### config.mk
export PLATFORM = sky130hd
export DESIGN_NAME = mips_multicycle_ctrl
export DESIGN_NICKNAME = d
export VERILOG_FILES = /design/src/rtl/mips_multicycle_ctrl.sv
export SDC_FILE = /design/constraint.sdc
export NUM_CORES = 1
export LEC_CHECK = 0
export ABC_AREA = 1
export BUFFER_PORTS_ARGS = -buffer_cell sky130_fd_sc_hd__buf_2
export CORE_MARGIN = 10
export CORE_UTILIZATION = 39
export CTS_CLUSTER_DIAMETER = 150
export DETAILED_ROUTE_END_ITERATION = 10
export PLACE_DENSITY = 0.7
export RECOVER_POWER = 25
export SKIP_LAST_GASP = 1
export SLEW_MARGIN = 20
export SYNTH_ARGS = -nofsm -noshare
export SYNTH_HDL_FRONTEND = slang
export SYNTH_SLANG_ARGS = --single-unit
### constraint.sdc
create_clock -name clk -period 1 [get_ports clk]
set_input_delay 0 -clock clk [delete_from_list [all_inputs] [get_ports clk]]
set_output_delay 0 -clock clk [all_outputs]
set_load 0.01 [all_outputs]
### src/rtl/mips_multicycle_ctrl.sv
// Multicycle MIPS control unit: a Moore FSM that sequences fetch, decode, execute,
// memory and writeback steps and drives every datapath select and write enable.
module mips_multicycle_ctrl #(
   parameter int OPCODE_WIDTH = 6,
   parameter int STATE_WIDTH  = 4
) (
   input  logic                    clk,
   input  logic                    reset,
   input  logic [OPCODE_WIDTH-1:0] opcode,
   input  logic                    zero,
   input  logic                    mem_ready,
   output logic                    pc_write,
   output logic                    pc_write_cond,
   output logic                    i_or_d,
   output logic                    mem_read,
   output logic                    mem_write,
   output logic                    ir_write,
   output logic [1:0]              mem_to_reg,
   output logic [1:0]              reg_dst,
   output logic                    reg_write,
   output logic                    alu_src_a,
   output logic [1:0]              alu_src_b,
   output logic [1:0]              alu_op,
   output logic [1:0]              pc_source,
   output logic                    illegal_op,
   output logic [STATE_WIDTH-1:0]  state
);

   typedef enum logic [STATE_WIDTH-1:0] {
      FETCH    = STATE_WIDTH'(0),
      DECODE   = STATE_WIDTH'(1),
      MEMADR   = STATE_WIDTH'(2),
      MEMRD    = STATE_WIDTH'(3),
      MEMWB    = STATE_WIDTH'(4),
      MEMWR    = STATE_WIDTH'(5),
      RTYPE_EX = STATE_WIDTH'(6),
      RTYPE_WB = STATE_WIDTH'(7),
      BEQ      = STATE_WIDTH'(8),
      JUMP     = STATE_WIDTH'(9),
      JAL      = STATE_WIDTH'(10),
      ADDI_EX  = STATE_WIDTH'(11),
      ADDI_WB  = STATE_WIDTH'(12)
   } state_t;

   localparam logic [OPCODE_WIDTH-1:0] OP_RTYPE = OPCODE_WIDTH'(6'h00);
   localparam logic [OPCODE_WIDTH-1:0] OP_J     = OPCODE_WIDTH'(6'h02);
   localparam logic [OPCODE_WIDTH-1:0] OP_JAL   = OPCODE_WIDTH'(6'h03);
   localparam logic [OPCODE_WIDTH-1:0] OP_BEQ   = OPCODE_WIDTH'(6'h04);
   localparam logic [OPCODE_WIDTH-1:0] OP_ADDI  = OPCODE_WIDTH'(6'h08);
   localparam logic [OPCODE_WIDTH-1:0] OP_LW    = OPCODE_WIDTH'(6'h23);
   localparam logic [OPCODE_WIDTH-1:0] OP_SW    = OPCODE_WIDTH'(6'h2B);

   state_t state_q, state_d;
   logic   opcode_legal;

   // The branch decision is made in the datapath (pc_write_cond AND zero), so zero is not consumed here.
   logic unused_zero;
   assign unused_zero = zero;

   always_comb begin
      opcode_legal = 1'b0;
      case (opcode)
         OP_RTYPE, OP_J, OP_JAL, OP_BEQ, OP_ADDI, OP_LW, OP_SW: opcode_legal = 1'b1;
         default:                                               opcode_legal = 1'b0;
      endcase
   end

   always_comb begin
      state_d = state_q;
      case (state_q)
         FETCH:    if (mem_ready) state_d = DECODE;
         DECODE: begin
            case (opcode)
               OP_LW, OP_SW: state_d = MEMADR;
               OP_RTYPE:     state_d = RTYPE_EX;
               OP_BEQ:       state_d = BEQ;
               OP_J:         state_d = JUMP;
               OP_JAL:       state_d = JAL;
               OP_ADDI:      state_d = ADDI_EX;
               default:      state_d = FETCH;
            endcase
         end
         MEMADR:   state_d = (opcode == OP_LW) ? MEMRD : MEMWR;
         MEMRD:    if (mem_ready) state_d = MEMWB;
         MEMWB:    state_d = FETCH;
         MEMWR:    if (mem_ready) state_d = FETCH;
         RTYPE_EX: state_d = RTYPE_WB;
         RTYPE_WB: state_d = FETCH;
         BEQ:      state_d = FETCH;
         JUMP:     state_d = FETCH;
         JAL:      state_d = FETCH;
         ADDI_EX:  state_d = ADDI_WB;
         ADDI_WB:  state_d = FETCH;
         default:  state_d = FETCH;
      endcase
   end

   always_ff @(posedge clk or posedge reset) begin
      if (reset) state_q <= FETCH;
      else       state_q <= state_d;
   end

   // Outputs are forced low while reset is held, even though the register already reads FETCH.
   always_comb begin
      pc_write      = 1'b0;
      pc_write_cond = 1'b0;
      i_or_d        = 1'b0;
      mem_read      = 1'b0;
      mem_write     = 1'b0;
      ir_write      = 1'b0;
      mem_to_reg    = 2'd0;
      reg_dst       = 2'd0;
      reg_write     = 1'b0;
      alu_src_a     = 1'b0;
      alu_src_b     = 2'd0;
      alu_op        = 2'd0;
      pc_source     = 2'd0;
      illegal_op    = 1'b0;
      if (!reset) begin
         case (state_q)
            FETCH: begin
               mem_read  = 1'b1;
               alu_src_b = 2'd1;
               ir_write  = mem_ready;
               pc_write  = mem_ready;
            end
            DECODE: begin
               alu_src_b  = 2'd3;
               illegal_op = ~opcode_legal;
            end
            MEMADR: begin
               alu_src_a = 1'b1;
               alu_src_b = 2'd2;
            end
            MEMRD: begin
               mem_read = 1'b1;
               i_or_d   = 1'b1;
            end
            MEMWB: begin
               reg_write  = 1'b1;
               mem_to_reg = 2'd1;
            end
            MEMWR: begin
               mem_write = 1'b1;
               i_or_d    = 1'b1;
            end
            RTYPE_EX: begin
               alu_src_a = 1'b1;
               alu_op    = 2'd2;
            end
            RTYPE_WB: begin
               reg_write = 1'b1;
               reg_dst   = 2'd1;
            end
            BEQ: begin
               alu_src_a     = 1'b1;
               alu_op        = 2'd1;
               pc_write_cond = 1'b1;
               pc_source     = 2'd1;
            end
            JUMP: begin
               pc_write  = 1'b1;
               pc_source = 2'd2;
            end
            JAL: begin
               pc_write   = 1'b1;
               pc_source  = 2'd2;
               reg_write  = 1'b1;
               reg_dst    = 2'd2;
               mem_to_reg = 2'd2;
            end
            ADDI_EX: begin
               alu_src_a = 1'b1;
               alu_src_b = 2'd2;
            end
            ADDI_WB:  reg_write = 1'b1;
            default: ;
         endcase
      end
   end

   assign state = state_q;

endmodule

## Yosys cells after proc, flatten, opt, wreduce, memory -nomap -nowiden

Cells that the tools add are included.

| storage, ports and cells | value |
|---|---|
| input port bits | 10 |
| logic and storage cells | 69 |
| register bits | 4 |
| output and inout port bits | 23 |

| cells by class | value |
|---|---|
| equal/unequal tests | 21 |
| bitwise logic cells | 1 |
| reduce and logical (&&, ||, !) cells | 11 |
| muxes and demuxes | 35 |

Operators with widths:

| operator | number |
|---|---|
| $pmux W4 S7 | 1 |
| $pmux W4 S6 | 1 |
| $eq A4 B4 Y1 const B | 5 |
| $mux W1 | 18 |
| $eq A4 B3 Y1 const B | 4 |
| $pmux W2 S2 | 4 |
| $eq A6 B2 Y1 const B | 2 |
| $eq A6 B6 Y1 const B | 2 |
| $mux W4 | 3 |
| $mux W2 | 5 |
| $reduce_or A2 Y1 | 5 |
| $eq A4 B2 Y1 const B | 2 |
| $reduce_or A4 Y1 | 2 |
| $reduce_or A7 Y1 | 1 |
| $eq A6 B3 Y1 const B | 1 |
| $eq A6 B4 Y1 const B | 1 |
| $logic_not A6 Y1 | 1 |
| $ne A2 B2 Y1 const B | 3 |
| $pmux W2 S3 | 1 |
| $eq A4 B1 Y1 const B | 1 |
| $logic_not A4 Y1 | 1 |
| $mux W3 | 1 |
| $reduce_and A3 Y1 | 1 |
| $pmux W1 S2 | 1 |
| $not A1 Y1 | 1 |

## Depth between registers and ports, before layout

Gate-level depths: netlist of run 1.

| depth | value |
|---|---|
| word-level depth | 6 |
| mapped depth | 8 |

## Worst setup path before layout of run 1

No wires, ideal clock.

| timing path | value |
|---|---|
| kind | flip-flop to output port |
| start point | reg state_q[0] (netlist: state[0]) |
| end point | out alu_op[0] |
| arrival | 1239 ps |
| path buffers | 1 |
| path slack | -239 ps |
| data required time | 1000 ps |
| cell stages (with the launch flop) | 5 |
| cell sequence | dfrtp_1 > nor2_1 > nand2_1 > nor2_1 > buf_4 |

| on the way | value |
|---|---|
| cells in the longest elaborated chain, start to end | 3 |
| elaborated cells between the ends (all ways) | 4 |
| those cells by class | eq/ne (2); mux (2) |

RTL lines:

| item | line | RTL |
|---|---|---|
| from (decl) | 53 | `state_t state_q, state_d;` |
| from (signal assigned) | 100 | `else state_q <= state_d;` |
| $eq A4 B4 Y1 or $eq A4 B3 Y1 (tied branches) | 120 | `case (state_q)` |
| $pmux W2 S2 (*) | 120 |  |
| $mux W2 (*) | 119 | `if (!reset) begin` |
| to (decl) | 23 | `output logic [1:0] alu_op,` |

Mark *: on every way between the ends. The rest lies on a longest branch, timed or not.

## Worst setup path after layout of run 1

| timing path | value |
|---|---|
| start point | reg state_q[3] (netlist: state[3]) |
| end point | out alu_src_a |

| on the way | value |
|---|---|
| cells in the longest elaborated chain, start to end | 4 |
| elaborated cells between the ends (all ways) | 7 |
| those cells by class | eq/ne (4); mux (2); reduce/logical (1) |

RTL lines:

| item | line | RTL |
|---|---|---|
| $eq A4 B4 Y1, or another cell as far along | 120 |  |
| $reduce_or A4 Y1 (no line) (*) | - |  |
| $mux W1 (*) | 120 |  |
| $mux W1 (*) | 119 |  |
| to (decl) | 21 | `output logic alu_src_a,` |

Marks and branches as above.

==> results of run 1 <==
## where the power goes
| part | switching, uW | internal, uW | total [uW] |
|---|---|---|---|
| Sequential | 107 | 205 | 312 |
| Clock | 65.3 | 150 | 215 |
| Combinational | 671 | 620 | 1290 |
| Total | 843 | 974 | 1820 |
## per-layer routing
layer / vias to the layer above / GRT usage, % / part of all wire (%)
met4: 0 / 4.26 / 1.2
met5: - / 0 / 0
met2: 30 / 22.3 / 53
met3: 2 / 3.86 / 8.6
li1: 462 / - / -
met1: 403 / 11.4 / 37
## repair_timing
| action | CTS | global route |
|---|---|---|
| resized for setup | 16 | 22 |
| pin swaps | 9 | 8 |
| buffers inserted | 3 | 5 |
| hold buffers | 1 | 0 |
| hold endpoints to repair | 4 | 0 |
| endpoints found under the setup margin | 23 | 25 |
## Yosys cell counts
cell       n
a31oi_1    1
nand3_2    2
a21oi_1    5
nor2_4     2
nand2_2    2
o21ai_0    3
inv_2      3
buf_2      1
nand3_1   11
buf_4      2
o21ai_1    1
nand2_1   32
nor2_2     4
nor3_2     1
clkinv_1   1
nor2_1    23
inv_1     17
nand4_1    1
dfrtp_1    4
## worst min path at each step
stage	start	to	slack, ps
after detailed placement	reset	state[2]	180
after global placement	reset	state[2]	170
after global routing	mem_ready	state[2]	180
after floorplan	reset	state[2]	-20
after CTS	mem_ready	state[2]	110
final	mem_ready	state[2]	160
## critical path, delay by kind of cell (launching register included)
kind,cells,cell delay (ps)
AOI/OAI and AO/OA,1,120
buffers and inverters,2,220
DFF,1,450
and+or+nand+nor,4,430
## cells by family after synthesis
family / count (synthesis) / synth area share (%)
simple gates: 78 / 58.8
buf+inv: 24 / 16.3
compound gates: 10 / 8.43
flops: 4 / 16.5
## final cells by class
| type | instances | area [um2] | area share (%) |
|---|---|---|---|
| multi-input cells | 88 | 508 | 46.1 |
| well taps | 16 | 20.0 | 1.82 |
| inverters | 21 | 86.3 | 7.83 |
| repair buffers | 52 | 357 | 32.3 |
| flip-flops and latches | 4 | 105 | 9.53 |
| clock buffers | 4 | 26.3 | 2.38 |
## metrics by stage
stage | area (um2) | setup slack (ps) | power [uW] | utilization, %
floorplan | 631 | -127 | 802 | -
global placement | 876 | -191 | 1200 | 58.8
detailed placement | 876 | -190 | 1220 | 58.8
CTS | 982 | -389 | 1620 | 66.0
global route | 1100 | -501 | 1950 | 74.0
finish | 1100 | -449 | 1820 | 74.0
==> results.md, run 1 <==
- Worst setup path startpoint: state[3]
- Via density: 4.85
- Slew HR: 80.3%
- Crit. End Element: output port
- Fmax: 690 MHz
- Violated checks: negative setup slack
- Worst path slowest cell: dfrtp_2
- Clk sinks: 4
- IO Pins: 33
- Post-DR wirelength/cell: ~13 um
- Pins Over Slew Limit: 0
- Synth Register Bits: 4
- Reg2Reg Depth: 9
- Fin cells: 185
- Status: finished, violations left
- GPL Wtd Cong: 0.872
- Hold Slack: 157 ps
- Synth warn: 0
- Final setup vio count: 25
- Class of the most critical setup path: reg -> out
- N_diodes: 0
- # rows: 14
- Clk slew on worst S/H paths: 40 ps
- Dpl cells: 172
- Synth top area cells: nand2_1 20%, dfrtp_1 16%, nor2_1 14%
- Max reg flops: 4
- Clock Skew: slightly above 4 ps
- First-pass GRT wire length: 3380 um
- Syn Area/Cell: approximately 5.2 um2
- # nets final: between 150 and 200
- Reg2Reg Setup Slack: -370 ps
- PortBufs: 31
- GRT Total Usage: between 10% and 20%
- Die area: between 3000 and 4000 um2
- Fillcell total: 129
- Worst setup margin: -449 ps
- Via count: 897
- Fin Setup TNS: -7730 ps
- Reg-to-reg endpoint: state[2]
- GRT Residual Overflow: 0
- Yosys cell types: 19
- Worst skew pair latency: 230 ps
- Area share of the largest cell type after synthesis: 19.8%
- Root Buffer Master: clkbuf_4
- CTS tree: built
- PwrDens: 1650 nW/um2
- Synth area leader: nand2_1
- Cells after synthesis: 116
- Htree depth: 1
- Largest net degree at the start of global routing: 11
- Core Footprint: approximately 1500 um2
- Iter 0 DRT Violations: 15
- CP Cell Sequence: inv_2 > nor2_4 > nand2_4 > nand2_1 > nor2_1 > a21oi_2 > buf_2
- Final Cycle Share: 145%
- Launch point of the worst reg-to-reg path: state[0]
- Worst path max stage delay: 450 ps
- Arrival time worst endpoint: 1450 ps
- Most common cell after layout, fill and taps aside: buf_2
- Critical Path End: alu_src_a
- Antenna Nets Post-Route: 0
- Hold Path Depth: 4
- Startpoint Class: flip-flop
- Commonest non-fill, non-tap cells in the layout: 28 x buf_2, 24 x nand2_1, 19 x nor2_1, 14 x buf_4, 13 x inv_1
- Drt first pass iters: 4
- Die height: 59.5 um
- Post-layout min period: between 1000 and 1500 ps
- Syn nets: 126
- CP required: 1000 ps
- P_leak: between 0.0006 and 0.0007 uW
- DRC Markers: 0
- Worst-Margin Slew: just under 300 ps
- Clock buffer count from CTS: 3
- Antenna violations before repair: 0
- Worst-path maximum fanout: 5
- RSZ-0062 raised after global routing: true
- Ratio of cells with drive above 1 in the final layout: 56.2%
- P&R area growth vs syn: 81.3%
- Initial core utilization: 40.8%
- Number of global-route vias before repair: just over 800
- Post-synthesis cell area: approximately 610 um2
- Worst VDD drop: 1.32 mV
- Die Wd: 59.5 um
- Final Hold Violating Endpoints: 0
- Longest Clk Path Bufs: 2
- Worst hold-check path type: in -> reg
- Total of max-cap violations: 0
- Post-detail-place hpwl: 1680 um
- DRT Wirelength: ~2400 um
- Sequential-to-total area share from yosys stat: between 15 and 20%
No activity file was read; power rests on OpenSTA's default activity.
==> run 2: changes to the inputs <==
--- a/config.mk
+++ b/config.mk
@@ -7,11 +7,12 @@
 export LEC_CHECK = 0
 export ABC_AREA = 1
 export BUFFER_PORTS_ARGS = -buffer_cell sky130_fd_sc_hd__buf_2
+export CAP_MARGIN = 40
 export CORE_MARGIN = 10
-export CORE_UTILIZATION = 39
+export CORE_UTILIZATION = 43
 export CTS_CLUSTER_DIAMETER = 150
 export DETAILED_ROUTE_END_ITERATION = 10
-export PLACE_DENSITY = 0.7
+export PLACE_DENSITY = 0.73
 export RECOVER_POWER = 25
 export SKIP_LAST_GASP = 1
 export SLEW_MARGIN = 20
==> constraint.sdc (replaced) <==
create_clock -name clk -period 1.4 [get_ports clk]
set_input_delay 0 -clock clk [delete_from_list [all_inputs] [get_ports clk]]
set_output_delay 0 -clock clk [all_outputs]
set_load 0.01 [all_outputs]
==> run 2 against run 1 <==
  * The run now ends clean
  * Clock power shrank 37%
  * Cell area shrank 16%
  * Critical path depth is the same
  * Worst setup slack gained 450 ps
  * Core utilization shrank 3.5 points
==> results.md, run 2 (synthesis gave the netlist of run 1 again) <==
- Fin Setup TNS: 0 ps
- Worst-path maximum fanout: 5
- Htree depth: 1
- DRC Markers: 0
- Status: finished, final reports clean
- GRT Total Usage: 10.5%
- Initial core utilization: between 40% and 50%
- Post-detail-place hpwl: between 1500 and 2000 um
- Most common cell after layout, fill and taps aside: buf_2
- Longest Clk Path Bufs: 2
- Pins Over Slew Limit: 0
- Clock power frac: approximately an eighth
- Final setup vio count: 0
- Total of max-cap violations: 0
- Post-layout min period: 1390 ps
- Clk sinks: 4
- Overall power: 1050 uW
- CP required: 1400 ps
- N_diodes: 0
- Antenna violations before repair: 0
- Seq. cell area: 105 um2
- Die area: 3320 um2
- Drt first pass iters: 4
- Clk slew on worst S/H paths: ~40 ps
- Final Util: between 70% and 80%
- Crit. End Element: output port
- First-pass GRT wire length: 3040 um
- Die Wd: approximately 58 um
- Post-DR wirelength/cell: 11.8 um
- Commonest non-fill, non-tap cells in the layout: 30 x buf_2, 27 x nand2_1, 20 x nor2_1, 12 x inv_1, 11 x nand3_1
- Worst hold-check path type: in -> reg
- Comb power frac: 66.1%
- PortBufs: 31
- # rows: 13
- Via density: 4.86
- Iter 0 DRT Violations: 13
- Clock Skew: about 2.3 ps
- Number of global-route vias before repair: 732
- Core Footprint: 1320 um2
- CTS tree: built
- Fin cells: 172
- Dpl cells: 159
- Worst setup path startpoint: state[3]
- Max reg flops: 4
- Arrival time worst endpoint: between 1000 and 1500 ps
- Hold Slack: 97.6 ps
- # nets final: between 150 and 200
- Die height: 57.6 um
- Sw frac: 48.4%
- Largest net degree at the start of global routing: 11
- P_leak: 0.000576 uW
- Area of the multi-input gates: 458 um2
- Worst skew pair latency: between 200 and 250 ps
- RSZ-0062 raised after global routing: true
- Launch point of the worst reg-to-reg path: state[0]
- Worst VDD drop: 0.776 mV
- PwrDens: 1130 nW/um2
- Via count: 836
- GRT Residual Overflow: 0
- Clock buffer count from CTS: 3
- Antenna Nets Post-Route: 0
- Ratio of cells with drive above 1 in the final layout: 48.4%
- Root Buffer Master: clkbuf_4
- Final Cycle Share: 99.6%
- NetSw: 507 uW
- P&R area growth vs syn: 52.9%
- Startpoint Class: flip-flop
- DRT Wirelength: 2030 um
- Worst-Margin Slew: 283 ps
- Cell Int Power: 540 uW
- IO Pins: 33
- Sequential power share: 21.1%
- Fillcell total: between 100 and 150
- Slew HR: 81.0%
- Final Hold Violating Endpoints: 0
- GPL Wtd Cong: just over 0.8
- Class of the most critical setup path: reg -> out
- Worst Hold Launch: mem_ready
- Fmax: 717 MHz
## run 2: power groups by stage
stage                     Combinational [uW]  Clock (uW)  Sequential (uW)
final                                    691         135              220
after global routing                     758         151              226
after CTS                                597         142              201
after detailed placement                 529           0              194
after global placement                   518           0              194
after floorplan                          358           0              197
## run 2: routing by layer
| layer | GRT usage, % | share of wire (%) | vias to the layer above |
|---|---|---|---|
| li1 | - | - | 436 |
| met1 | 12.1 | 43 | 374 |
| met2 | 17.2 | 48 | 26 |
| met3 | 4.42 | 9.4 | 0 |
| met4 | 3.02 | 0 | 0 |
| met5 | 0 | 0 | - |
## run 2: cell type report
type	count	share of cell area, %
Timing Repair Buffer	41	26.1
Sequential cell	4	11.3
Clock buffer	3	2.42
Tap cell	15	2.02
Multi-Input combinational cell	88	49.3
Inverter	21	8.88
## run 2: final timing paths
path	endpoint	slack [ps]	depth (start not counted)
worst min register to register	state[2]	670	3
min in group asynchronous	state[0]	450	4
worst max register to register	state[2]	90	9
max in group asynchronous	state[1]	840	4
worst min-delay path	state[0]	100	4
worst max-delay path	alu_src_a	5	7
## run 2: through the flow
step | instance area, um2 | worst slack, ps
after global routing | 930 | -90.6
after floorplan | 608 | 161
after detailed placement | 762 | 99.8
after CTS | 827 | 3.39
after global placement | 762 | 122
final | 930 | 5.30
## run 2: timing repair
item | in CTS | in global routing
gates resized for setup | 6 | 21
setup buffers | 3 | 6
setup endpoints to repair | 10 | 15
endpoints found under the hold margin | 4 | 0
hold buffers | 1 | 0
pin swaps | 3 | 10
## run 2: critical path, cell delays in order (launching register included)
cell     delay (ps)
dfrtp_2         440
inv_2            60
nor2_4          160
nand2_2         100
nand2_2          80
nor2_2           40
a21oi_1         130
buf_2           140
==> run 3: changes to the inputs <==
--- a/config.mk
+++ b/config.mk
@@ -8,14 +8,17 @@
 export ABC_AREA = 1
 export BUFFER_PORTS_ARGS = -buffer_cell sky130_fd_sc_hd__buf_2
 export CAP_MARGIN = 40
+export CELL_PAD_IN_SITES_DETAIL_PLACEMENT = 1
+export CELL_PAD_IN_SITES_GLOBAL_PLACEMENT = 1
 export CORE_MARGIN = 10
-export CORE_UTILIZATION = 43
+export CORE_UTILIZATION = 27
 export CTS_CLUSTER_DIAMETER = 150
 export DETAILED_ROUTE_END_ITERATION = 10
-export PLACE_DENSITY = 0.73
+export PLACE_DENSITY = 0.74
 export RECOVER_POWER = 25
 export SKIP_LAST_GASP = 1
 export SLEW_MARGIN = 20
 export SYNTH_ARGS = -nofsm -noshare
 export SYNTH_HDL_FRONTEND = slang
 export SYNTH_SLANG_ARGS = --single-unit
+export TNS_END_PERCENT = 5
==> run 3 against run 2 <==
  * The flow now finishes with violations (negative setup slack)
  * Cell area decreased by 1.1%
  * Flip-flop and latch count unchanged
  * Hold slack improved by 6.6 ps
  * Sequential share of layout area increased by 0.12 points
  * Clock power up 3%
  * Largest power group unchanged
==> results.md, run 3 (synthesis gave the netlist of run 1 again) <==
- Sw frac: approximately half
- DRC Markers: 0
- Antenna violations before repair: 0
- Worst hold-check path type: in -> reg
- Clk slew on worst S/H paths: 30 ps
- Final Cycle Share: 101%
- Hold Slack: 104 ps
- Fmax: 708 MHz
- Post-detail-place hpwl: 1840 um
- Worst VDD drop: 0.507 mV
- Longest Clk Path Bufs: 2
- P_leak: roughly 0.00057 uW
- Worst skew pair latency: 230 ps
- Htree depth: 1
- Die Wd: 67.5 um
- Number of global-route vias before repair: 877
- Worst-Margin Slew: 314 ps
- # rows: 17
- Seq. cell area: 105 um2
- N_diodes: 0
- Most common cell after layout, fill and taps aside: buf_2
- CP required: roughly 1400 ps
- Initial core utilization: between 20 and 30%
- Worst-path maximum fanout: 5
- Final Hold Violating Endpoints: 0
- GRT Total Usage: 11.0%
- Sequential power share: 21.6%
- Cell Int Power: 519 uW
- Root Buffer Master: clkbuf_4
- Slew HR: 79.0%
- Core Footprint: 2170 um2
- RSZ-0062 raised after global routing: true
- Arrival time worst endpoint: 1410 ps
- Post-DR wirelength/cell: ~13 um
- Iter 0 DRT Violations: 17
- Fillcell total: approximately 310
- Ratio of cells with drive above 1 in the final layout: a little under half
- PwrDens: 1110 nW/um2
- Via count: 821
- # nets final: 166
- Startpoint Class: flip-flop
- Die height: just under 70 um
- Commonest non-fill, non-tap cells in the layout: 30 x buf_2, 29 x nand2_1, 20 x nor2_1, 14 x inv_1, 11 x nand3_1
- Area of the multi-input gates: 460 um2
- Clock power frac: 13.6%
- Pre-CTS setup slack: roughly 100 ps
- Class of the most critical setup path: reg -> out
- Status: finished, violations left
- Pins Over Slew Limit: 0
- Clock buffer count from CTS: 3
- Post-layout min period: 1410 ps
- Worst setup margin: -12.7 ps
- Comb power frac: 64.8%
- First-pass GRT wire length: 3970 um
- IO Pins: 33
- Clk sinks: 4
- P&R area growth vs syn: 51.2%
- Crit. End Element: output port
- Drt first pass iters: 4
- Via density: roughly 4.5
- Final setup vio count: 2
- Clock Skew: roughly 2.5 ps
- Overall power: approximately 1000 uW
- PortBufs: 31
- GRT Residual Overflow: 0
- GPL Wtd Cong: 0.751
- Final Util: a little over two fifths
- Violated checks: negative setup slack
- Die area: about 4600 um2
- NetSw: 498 uW
- Total of max-cap violations: 0
- Antenna Nets Post-Route: 0
- DRT Wirelength: 2320 um
- CTS tree: built
- Largest net degree at the start of global routing: 11
- Fin Setup TNS: -23.8 ps
- Max reg flops: 4
==> run 3: changes by cell type in the layout (fill, tap and decap cells not counted), moves of 2 or more <==
| cell | change |
|---|---|
| inv_1 | +2 |
| buf_4 | -2 |
| nand2_2 | -3 |
| nand2_1 | +2 |
| a21oi_2 | +2 |
| a21oi_1 | -2 |
| inv_2 | -2 |
==> run 3: final cells by class <==
type / count / area share (%)
Clock buffer: 3 / 2.45
Inverter: 21 / 8.71
Multi-Input combinational cell: 88 / 50.1
Sequential cell: 4 / 11.4
Tap cell: 28 / 3.81
Timing Repair Buffer: 38 / 23.5
==> run 3: metrics by stage <==
stage               instance area, um2  cells
finish                             920    182
global route                       920    182
CTS                                845    178
detailed placement                 778    172
global placement                   778    172
floorplan                          608    116
==> run 3: layer usage <==
metal,global-route usage [%],vias up,wire (um)
li1,-,429,-
met1,10.6,361,861
met2,19.2,29,1190
met3,4.96,2,256
met4,6.67,0,16
met5,0,-,0
==> run 3: power by group through the flow <==
stage / Combinational, uW / Clock, uW / Sequential (uW)
3_5_place_dp: 539 / 0 / 192
4_1_cts: 569 / 143 / 200
3_3_place_gp: 535 / 0 / 188
5_1_grt: 747 / 163 / 229
6_report: 659 / 139 / 220
2_1_floorplan: 358 / 0 / 197
==> run 3: path summary, 6_finish.rpt <==
kind	startpoint	endpoint	slack [ps]	cells past startpoint
setup / recovery	state[3]	alu_src_b[1]	-10	8
min in group asynchronous	reset	state[2]	450	3
setup reg to reg	state[3]	state[0]	90	7
max in group asynchronous	reset	state[0]	750	3
hold / removal	mem_ready	state[0]	100	4
hold reg to reg	state[0]	state[0]	680	2
==> run 3: worst max-delay path, cell delays in order (launching register included) <==
cell,delay (ps)
dfrtp_2,450
nor2_4,160
inv_2,80
nor2_4,150
inv_2,60
nand2_2,60
o21ai_2,50
inv_1,70
buf_6,100
==> run 3: what timing repair did <==
action                                  4_1_cts  5_1_grt
hold buffers                                  1        0
buffers inserted                              2        4
hold endpoints to repair                      4        0
endpoints found under the setup margin       10       15
resized for setup                             9       15
pin swaps                                     3        4
